[src/rtl/mul_pkg.sv]
// Shared types and constants for the iterative RV32M multiplier.
// Holds the operation/state encodings and the operand magnitude helper.
package mul_pkg;

    localparam int MUL_WIDTH = 32;
    localparam int MUL_STEPS = 32;

    typedef enum logic [1:0] {
        MUL    = 2'b00,
        MULH   = 2'b01,
        MULHSU = 2'b10,
        MULHU  = 2'b11
    } mul_op_e;

    typedef enum logic [1:0] {
        IDLE = 2'b00,
        CALC = 2'b01,
        FIX  = 2'b10,
        DONE = 2'b11
    } mul_state_e;

    // |v| when v is read as signed; 0x80000000 maps to itself, which is its unsigned magnitude
    function automatic logic [MUL_WIDTH-1:0] mag32(input logic [MUL_WIDTH-1:0] v,
                                                   input logic is_signed);
        logic [MUL_WIDTH-1:0] r;
        if (is_signed && v[MUL_WIDTH-1]) begin
            r = ~v + 32'd1;
        end else begin
            r = v;
        end
        return r;
    endfunction

endpackage

[src/rtl/add_32.sv]
// 32-bit ripple-carry adder with carry-in tied low; cout is the 33rd sum bit.
module add_32 (
    input  logic [31:0] a,
    input  logic [31:0] b,
    output logic [31:0] s,
    output logic        cout
);

    logic [32:0] carry_s;

    assign carry_s[0] = 1'b0;

    for (genvar i = 0; i < 32; i++) begin : g_bit
        full_adder u_fa (
            .a    (a[i]),
            .b    (b[i]),
            .cin  (carry_s[i]),
            .s    (s[i]),
            .cout (carry_s[i+1])
        );
    end

    assign cout = carry_s[32];

endmodule

[src/rtl/full_adder.sv]
// One-bit full adder, the ripple cell of add_32.
module full_adder (
    input  logic a,
    input  logic b,
    input  logic cin,
    output logic s,
    output logic cout
);

    assign s    = a ^ b ^ cin;
    assign cout = (a & b) | (cin & (a ^ b));

endmodule

[src/rtl/mul_seq_32.sv]
// Radix-2 shift-add multiplier for MUL/MULH/MULHSU/MULHU with a fixed 34-cycle latency.
// Works on operand magnitudes and restores the sign in a single FIX cycle.
module mul_seq_32
    import mul_pkg::*;
#(
    parameter int WIDTH = MUL_WIDTH
) (
    input  logic             clk,
    input  logic             rst,
    input  logic             start,
    input  logic [1:0]       op,
    input  logic [WIDTH-1:0] a,
    input  logic [WIDTH-1:0] b,
    input  logic             flush,
    output logic             busy,
    output logic             valid,
    output logic [WIDTH-1:0] result
);

    mul_state_e  state_r, next_state_s;
    mul_op_e     op_r;
    logic [31:0] mcand_r;
    logic [63:0] acc_r;
    logic [4:0]  count_r;
    logic        neg_r;
    logic        busy_r, valid_r;
    logic [31:0] result_r;

    logic        accept_s;
    logic        a_signed_s, b_signed_s;
    logic [31:0] add_sum_s;
    logic        add_cout_s;
    logic [32:0] partial_s;
    logic [63:0] step_s;
    logic [63:0] product_s;
    logic [31:0] result_sel_s;

    add_32 u_add (
        .a    (acc_r[63:32]),
        .b    (mcand_r),
        .s    (add_sum_s),
        .cout (add_cout_s)
    );

    // State register
    always_ff @(posedge clk or posedge rst) begin
        if (rst) begin
            state_r <= IDLE;
        end else begin
            state_r <= next_state_s;
        end
    end

    // Next-state logic; flush overrides every transition, including a start
    always_comb begin
        next_state_s = state_r;
        accept_s     = 1'b0;
        if (flush) begin
            next_state_s = IDLE;
        end else begin
            case (state_r)
                IDLE: begin
                    if (start) begin
                        next_state_s = CALC;
                        accept_s     = 1'b1;
                    end else begin
                        next_state_s = IDLE;
                    end
                end
                CALC: begin
                    if (count_r == 5'(MUL_STEPS - 1)) begin
                        next_state_s = FIX;
                    end else begin
                        next_state_s = CALC;
                    end
                end
                FIX:  next_state_s = DONE;
                DONE: begin
                    if (start) begin
                        next_state_s = CALC;
                        accept_s     = 1'b1;
                    end else begin
                        next_state_s = IDLE;
                    end
                end
                default: next_state_s = IDLE;
            endcase
        end
    end

    // Operand signedness, one shift-add step and the signed result select
    always_comb begin
        a_signed_s = (op == 2'b01) || (op == 2'b10);
        b_signed_s = (op == 2'b01);
        if (acc_r[0]) begin
            partial_s = {add_cout_s, add_sum_s};
        end else begin
            partial_s = {1'b0, acc_r[63:32]};
        end
        step_s = {partial_s, acc_r[31:1]};
        if (neg_r) begin
            product_s = ~acc_r + 64'd1;
        end else begin
            product_s = acc_r;
        end
        if (op_r == MUL) begin
            result_sel_s = product_s[31:0];
        end else begin
            result_sel_s = product_s[63:32];
        end
    end

    // Operand capture on an accepted start, then one step per CALC cycle
    always_ff @(posedge clk or posedge rst) begin
        if (rst) begin
            op_r    <= MUL;
            mcand_r <= 32'd0;
            acc_r   <= 64'd0;
            count_r <= 5'd0;
            neg_r   <= 1'b0;
        end else if (accept_s) begin
            op_r    <= mul_op_e'(op);
            mcand_r <= mag32(a, a_signed_s);
            acc_r   <= {32'd0, mag32(b, b_signed_s)};
            count_r <= 5'd0;
            neg_r   <= (a_signed_s & a[31]) ^ (b_signed_s & b[31]);
        end else if (state_r == CALC) begin
            acc_r   <= step_s;
            count_r <= count_r + 5'd1;
        end else begin
            acc_r   <= acc_r;
            count_r <= count_r;
        end
    end

    // Registered outputs; result only changes on the FIX to DONE transition
    always_ff @(posedge clk or posedge rst) begin
        if (rst) begin
            busy_r   <= 1'b0;
            valid_r  <= 1'b0;
            result_r <= 32'd0;
        end else begin
            busy_r  <= (next_state_s == CALC) || (next_state_s == FIX);
            valid_r <= (next_state_s == DONE);
            if ((state_r == FIX) && (next_state_s == DONE)) begin
                result_r <= result_sel_s;
            end else begin
                result_r <= result_r;
            end
        end
    end

    assign busy   = busy_r;
    assign valid  = valid_r;
    assign result = result_r;

endmodule

[config.mk]
export PLATFORM = sky130hd
export DESIGN_NAME = mul_seq_32
export DESIGN_NICKNAME = d
export VERILOG_FILES = /design/src/rtl/mul_pkg.sv /design/src/rtl/add_32.sv /design/src/rtl/full_adder.sv /design/src/rtl/mul_seq_32.sv
export SDC_FILE = /design/constraint.sdc
export NUM_CORES = 1
export LEC_CHECK = 0
export CAP_MARGIN = 20
export CORE_UTILIZATION = 60
export CTS_BUF_LIST = sky130_fd_sc_hd__clkbuf_16
export DETAILED_ROUTE_END_ITERATION = 16
export DONT_BUFFER_PORTS = 1
export PLACE_DENSITY_LB_ADDON = 0.15
export SYNTH_ARGS = -nofsm -noshare
export SYNTH_HDL_FRONTEND = slang
export SYNTH_SLANG_ARGS = --single-unit
[constraint.sdc]
create_clock -name clk -period 14.2 [get_ports clk]
set_clock_uncertainty 0.15 [all_clocks]
set_input_delay 2.13 -clock clk [delete_from_list [all_inputs] [get_ports clk]]
set_output_delay 2.13 -clock clk [all_outputs]
set_load 0.02 [all_outputs]
# --- Word-level counts from Yosys, hierarchy flattened ---
# Index checks and enable logic that the tools add are counted.
totals:
  reg_bits: 140
  in_bits: 70
  wordCells: 210
classes:
  n_addsub: 4
  eq_ne: 9
  muxes: 16
  bitwise: 163
  reduce_logical: 9
op_table:
  columns: ["operator", "count"]
  rows:
  - ["64-bit 2-to-1 mux", 3]
  - ["32-bit 2-to-1 mux", 3]
  - ["1-bit AND", 65]
  - ["32-bit by 1-bit adder with 32-bit output (second input constant)", 2]
  - ["64-bit by 1-bit adder with 64-bit output (second input constant)", 1]
  - ["32-bit inverter", 2]
  - ["64-bit inverter", 1]
  - ["1-bit bitwise XOR", 64]
  - ["33-bit 2-to-1 mux", 1]
  - ["1-bit bitwise OR", 31]
  - ["2-bit == test (second input constant)", 5]
  - ["5-bit 2-to-1 mux", 2]
  - ["2-bit by 1-bit == test with 1-bit output (second input constant)", 3]
  - ["2-bit one-hot mux with 3 select lines", 1]
  - ["5-bit by 1-bit adder with 5-bit output (second input constant)", 1]
  - ["5-bit == test (second input constant)", 1]
  - ["2-bit logical NOT", 2]
  - ["1-bit 2-to-1 mux", 4]
  - ["2-bit 2-to-1 mux", 2]
  - ["1-bit logical AND", 3]
  - ["1-bit logical OR", 2]
  - ["2-bit nonzero test", 1]
  - ["2-bit OR reduction", 1]

# --- Longest topological paths before layout ---
logic_depth:
  depth_word: 66
  mapped_depth: 38

# --- By module ---
# Synthesis repeated with hierarchy kept, for this count alone.
unflattened:
  cells_unflattened: 1146
  area_unflattened_um2: 10157.2
modules_own_cells:
  columns: ["module", "n_inst", "cells_each", "area_per_inst_um2", "seq_area_each_um2"]
  rows:
  - ["mul_seq_32", 1, 1113, 9512.9, 3503.4]
  - ["full_adder", 32, 1, 20.0, 0.0]
  - ["add_32", 1, 1, 3.8, 0.0]

# --- Worst setup path after synthesis ---
# OpenSTA, ideal clock, no wires.
synth_path:
  kind: "reg2reg"
  startpoint: "register acc_r[32]"
  endpoint: "register acc_r[62]"
  setup_time_ns: 0.132
  arrival_time_ns: 12.336
  t_required_ns: 13.918
  setup_slack_ns: 1.582
  path_stages_with_launch: 39
  path_buffers: 0
  period_less_slack_ns: 12.618
  path_cell_list: "dfrtp_1 > ha_1 > fa_1 > inv_1 > fa_1 > fa_1 > fa_1 > fa_1 > fa_1 > fa_1 > fa_1 > fa_1 > fa_1 > fa_1 > fa_1 > fa_1 > fa_1 > fa_1 > [... 3 more ...] > fa_1 > fa_1 > fa_1 > fa_1 > fa_1 > fa_1 > fa_1 > fa_1 > fa_1 > fa_1 > fa_1 > inv_1 > fa_1 > inv_1 > fa_1 > a21oi_1 > mux2i_1 > nor2_1"
synth_between:
  elab_chain_len: 65
synth_lines:
  columns: ["element", "line", "source"]
  rows:
  - ["start, declared", "mul_seq_32.sv:23", "logic [63:0] acc_r;"]
  - ["start signal, assigned", "mul_seq_32.sv:124", "acc_r <= {32'd0, mag32(b, b_signed_s)};"]
  - ["start signal, assigned", "mul_seq_32.sv:128", "acc_r <= step_s;"]
  - ["start signal, assigned", "mul_seq_32.sv:131", "acc_r <= acc_r;"]
  - ["1-bit AND (2 in a row)", "full_adder.sv:11", "assign cout = (a & b) | (cin & (a ^ b));"]
  - ["1-bit bitwise OR", "full_adder.sv:11", null]
  - ["1-bit AND", "full_adder.sv:11", null]
  - ["1-bit bitwise OR", "full_adder.sv:11", null]
  - ["1-bit AND", "full_adder.sv:11", null]
  - ["1-bit bitwise OR", "full_adder.sv:11", null]
  - ["1-bit AND", "full_adder.sv:11", null]
  - ["1-bit bitwise OR", "full_adder.sv:11", null]
  - ["[... 48 more ...]", null, null]
  - ["1-bit AND", "full_adder.sv:11", null]
  - ["1-bit bitwise OR", "full_adder.sv:11", null]
  - ["1-bit AND", "full_adder.sv:11", null]
  - ["1-bit bitwise OR", "full_adder.sv:11", null]
  - ["1-bit bitwise XOR", "full_adder.sv:10", "assign s = a ^ b ^ cin;"]
  - ["33-bit 2-to-1 mux", "mul_seq_32.sv:95", "if (acc_r[0]) begin"]
  - ["64-bit 2-to-1 mux", "mul_seq_32.sv:127", "end else if (state_r == CALC) begin"]
  - ["64-bit 2-to-1 mux", "mul_seq_32.sv:121", "end else if (accept_s) begin"]
# No other way between the ends. The select of a mux whose other input is x is not followed.
# A chain may end at the register's enable or synchronous reset.

# --- Worst setup path after layout ---
# Ends and elaborated chain as after synthesis.

==> flow_metrics.py <==
metrics = {
    "timing": {
        "rsz0062_at_grt": "no",
        "setup_viol": 0,
        "min_period_ns": 13.41,
        "worstMarginPinSlew_ns": 1.06,
        "finalCritPeriodShare_pct": 94.4,
        "slew_viol_final": 0,
        "finalSetupTns_ns": 0,
        "timing.fmax_mhz": 74.6,
        "hold_viol_final": 0,
        "slew_headroom_pct": 29.4,
    },
    "logic_synthesis": {
        "synth_edf_count": 0,
        "async_flop_share_pct": 100,
        "synth_compound_area_share_pct": 17.6,
        "yosysMostFrequentCell": "dfrtp_1",
        "yosysTopAreaCell": "dfrtp_1",
        "syn_area_um2": 10100,
        "synth_ff_type": "dfrtp_1",
        "synthXorXnorAreaFrac_pct": 8.85,
        "synth_top_cell_area_share_pct": 34.7,
        "muxShareOfSynthArea_pct": 6.07,
        "synth_simple_gate_area_share_pct": 19.1,
        "synth_top_family_by_area": "simple AND/OR/NAND/NOR gates",
        "synth.area.top_cells": "dfrtp_1 35%, fa_1 6.1%, mux2i_1 5.8%",
        "syn_nets": 1292,
        "syn_inst": 1181,
        "synth_fa_ha_area_share_pct": 7.38,
        "synth-seq-cells": 140,
        "ys_warn_count": 0,
        "synth.yosys.seq_area_share_pct": 34.7,
        "synth_cell_types": 67,
        "yosys-top-cells-count": "140 x dfrtp_1, 121 x nor2_1, 100 x nand2_1, 90 x o21ai_0, 78 x inv_1",
        "syn_area_per_cell_um2": 8.55,
    },
    "routing": {
        "wl_met1_um": 12000,
        "detail_route.iter0.violations": 970,
        "wl_met2_um": 12700,
        "via_count": 8708,
        "first_pass_iters": 5,
        "wire_per_inst_um": 20.3,
        "drc": 0,
        "wl_um": 27700,
        "top_layer_used": "met5",
        "ant_nets": 0,
        "wl_met3_um": 2330,
        "vias_per_cell": 6.37,
    },
    "clock_network": {
        "clkSinkCount": 140,
        "holdBufCountCts": 0,
        "htreeDepth": 4,
        "cts_tree": "yes",
        "clockBufferDepth": 2,
        "numCtsBuffers": 17,
        "post_cts_resize_count": 0,
        "cts_root_buffer": "clkbuf_16",
        "post-cts-setup-buffers": 0,
        "clk_latency_ns": 0.43,
        "cts.clk_slew.worst_paths_ns": 0.06,
    },
    "final_layout": {
        "drive_gt1_share_pct": 5.32,
        "area_growth_pct": 6.31,
        "multi_input_area_um2": 5980,
        "final_cells": 1366,
        "finalNetCount": 1244,
        "fill_cells": 1444,
        "regArea_um2": 3500,
        "diodes": 0,
    },
    "setup_path": {
        "worstPathArrival_ns": 13.53,
        "cpLargestDelayFamily": "adder cells",
        "cp.required_ns": 14.33,
        "path_buf_inv": 3,
        "crit_top_cell": "fa_1",
        "cp_max_fo": 8,
        "max_stage_delay_ns": 0.49,
        "path_class": "register to register",
        "cp_slowest_cell": "dfrtp_1",
        "setup.worst_path.end_class": "register",
        "rrSetupSlack_ns": 0.79,
        "start_kind": "register",
    },
    "power": {
        "pwr_density_cell_nw_per_um2": 163,
        "power_leakage_nw": 4.30,
        "ir_worst_vdd_v": 0.000102,
        "p_total_w": 0.00175,
    },
    "global_route": {
        "grt_max_degree": 106,
        "antenna_found_initial": 0,
        "grt_pass1_wl_um": 45000,
        "overflow": 0,
        "grt_pass1_vias": 8247,
        "grtUsageTotal_pct": 33.2,
    },
    "floorplan": {
        "die_area_um2": 17400,
        "die_w_um": 132,
        "core-area_um2": 16500,
        "die_y_um": 132,
        "rows": 47,
        "num_io_pins": 104,
        "initial_core_util_pct": 61.1,
    },
    "outcome": {
        "outcome": "complete, no violations",
    },
    "place": {
        "portBuffers": 0,
        "dp_hpwl_um": 19600,
        "place_inst": 1333,
        "place_congestion": 0.933,
    },
    "hold_path": {
        "worstHoldPathType": "register to register",
    },
    "flow_run": {
        "cap_violations": 0,
    },
}
-- stage by stage --
step / area [µm²] / hold WS [ns] / util, % / setup slack (ns)
finish: 10700 / 0.328 / 65.0 / 0.794
global route: 10700 / 0.349 / 65.0 / 0.278
CTS: 10700 / 0.335 / 64.9 / 0.829
detailed placement: 10100 / 0.322 / 61.3 / 0.916
global placement: 10100 / 0.312 / 61.3 / 1.08
floorplan: 10100 / 0.300 / - / 1.58
-- power by group --
part,switching (W),internal (W),leakage (nW)
combinational,0.000401,0.000265,2.21
sequential,0.000146,0.000492,1.80
clock,0.000178,0.000272,0.282
total,0.000725,0.00103,4.30
-- logic make-up (layout without fill, tap and decap cells) --
family	after synthesis	after routing
and+or+nand+nor	395	395
adders and majority gates	41	41
buffers and inverters	156	121
xor gates and xnor gates	102	102
AOI/OAI and AO/OA	286	286
muxes	61	61
DFF	140	140
-- cell type report --
type	instances	share of cell area, %
Timing Repair Buffer	11	0.886
Clock inverter	15	1.46
Sequential cell	140	32.6
Tap cell	220	2.56
Multi-Input combinational cell	885	55.7
Inverter	78	2.77
Clock buffer	17	3.96
-- cells in the final DEF, fill, tap and decap left out, types with 3 or more instances in the layout --
cell type	Yosys	routed
clkbuf_16	0	17
nor2b_1	17	17
nor3_1	31	31
clkinv_1	0	3
nor4b_1	4	4
o31ai_1	24	24
inv_1	78	78
o41ai_1	12	12
nand3_1	20	20
nor4_1	23	23
dfrtp_1	140	139
o21ai_0	90	90
a311oi_1	3	3
a22oi_1	5	5
o22ai_1	8	8
or2_2	8	8
nor2_1	121	120
nand4_1	12	12
nand2b_1	4	4
o211ai_1	6	6
or3_1	10	10
a221oi_1	6	6
xor2_1	37	37
o221ai_1	5	5
a31oi_1	12	12
ha_1	10	9
and2_1	5	5
buf_4	1	10
bufinv_16	0	3
nand2_1	100	100
and3_1	10	10
fa_1	31	31
a21oi_1	74	74
or4_1	17	17
mux2i_1	59	59
clkinv_2	0	4
xnor2_1	65	65
a211oi_1	23	23
clkinvlp_4	0	3
-- tightest hold or removal path: cells and delay by family (launching register included) --
| kind | cells | cell delay, ns |
|---|---|---|
| flip-flops | 1 | 0.34 |
| AO/OA/AOI/OAI | 1 | 0.06 |
| AND/OR/NAND/NOR | 1 | 0.05 |
-- layer usage --
metal | GRT usage [%] | up-vias
met3 | 8.30 | 46
met4 | 11.0 | 2
met5 | 3.06 | -
li1 | - | 4068
met2 | 50.1 | 370
met1 | 46.4 | 4222
-- final timing paths --
| kind | startpoint | endpoint | cells past startpoint |
|---|---|---|---|
| setup / recovery | acc_r[32]$_DFFE_PP0P_ | acc_r[62]$_DFFE_PP0P_ | 38 |
| hold / removal | mcand_r[6]$_DFFE_PP0P_ | mcand_r[6]$_DFFE_PP0P_ | 2 |
| setup reg to reg | acc_r[32]$_DFFE_PP0P_ | acc_r[62]$_DFFE_PP0P_ | 38 |
| hold reg to reg | mcand_r[6]$_DFFE_PP0P_ | mcand_r[6]$_DFFE_PP0P_ | 2 |
| max in group asynchronous | rst | acc_r[0]$_DFFE_PP0P_ | 2 |
| min in group asynchronous | rst | acc_r[5]$_DFFE_PP0P_ | 1 |
-- flip-flops by register name, summed over array words and instances (netlist names) --
signal and flops:
busy 1, valid 1, mcand_r 32, op_r 2, result 32, acc_r 64, neg_r 1, count_r 5
state_r 2
Note: power is estimated with default switching activity, not from simulation.
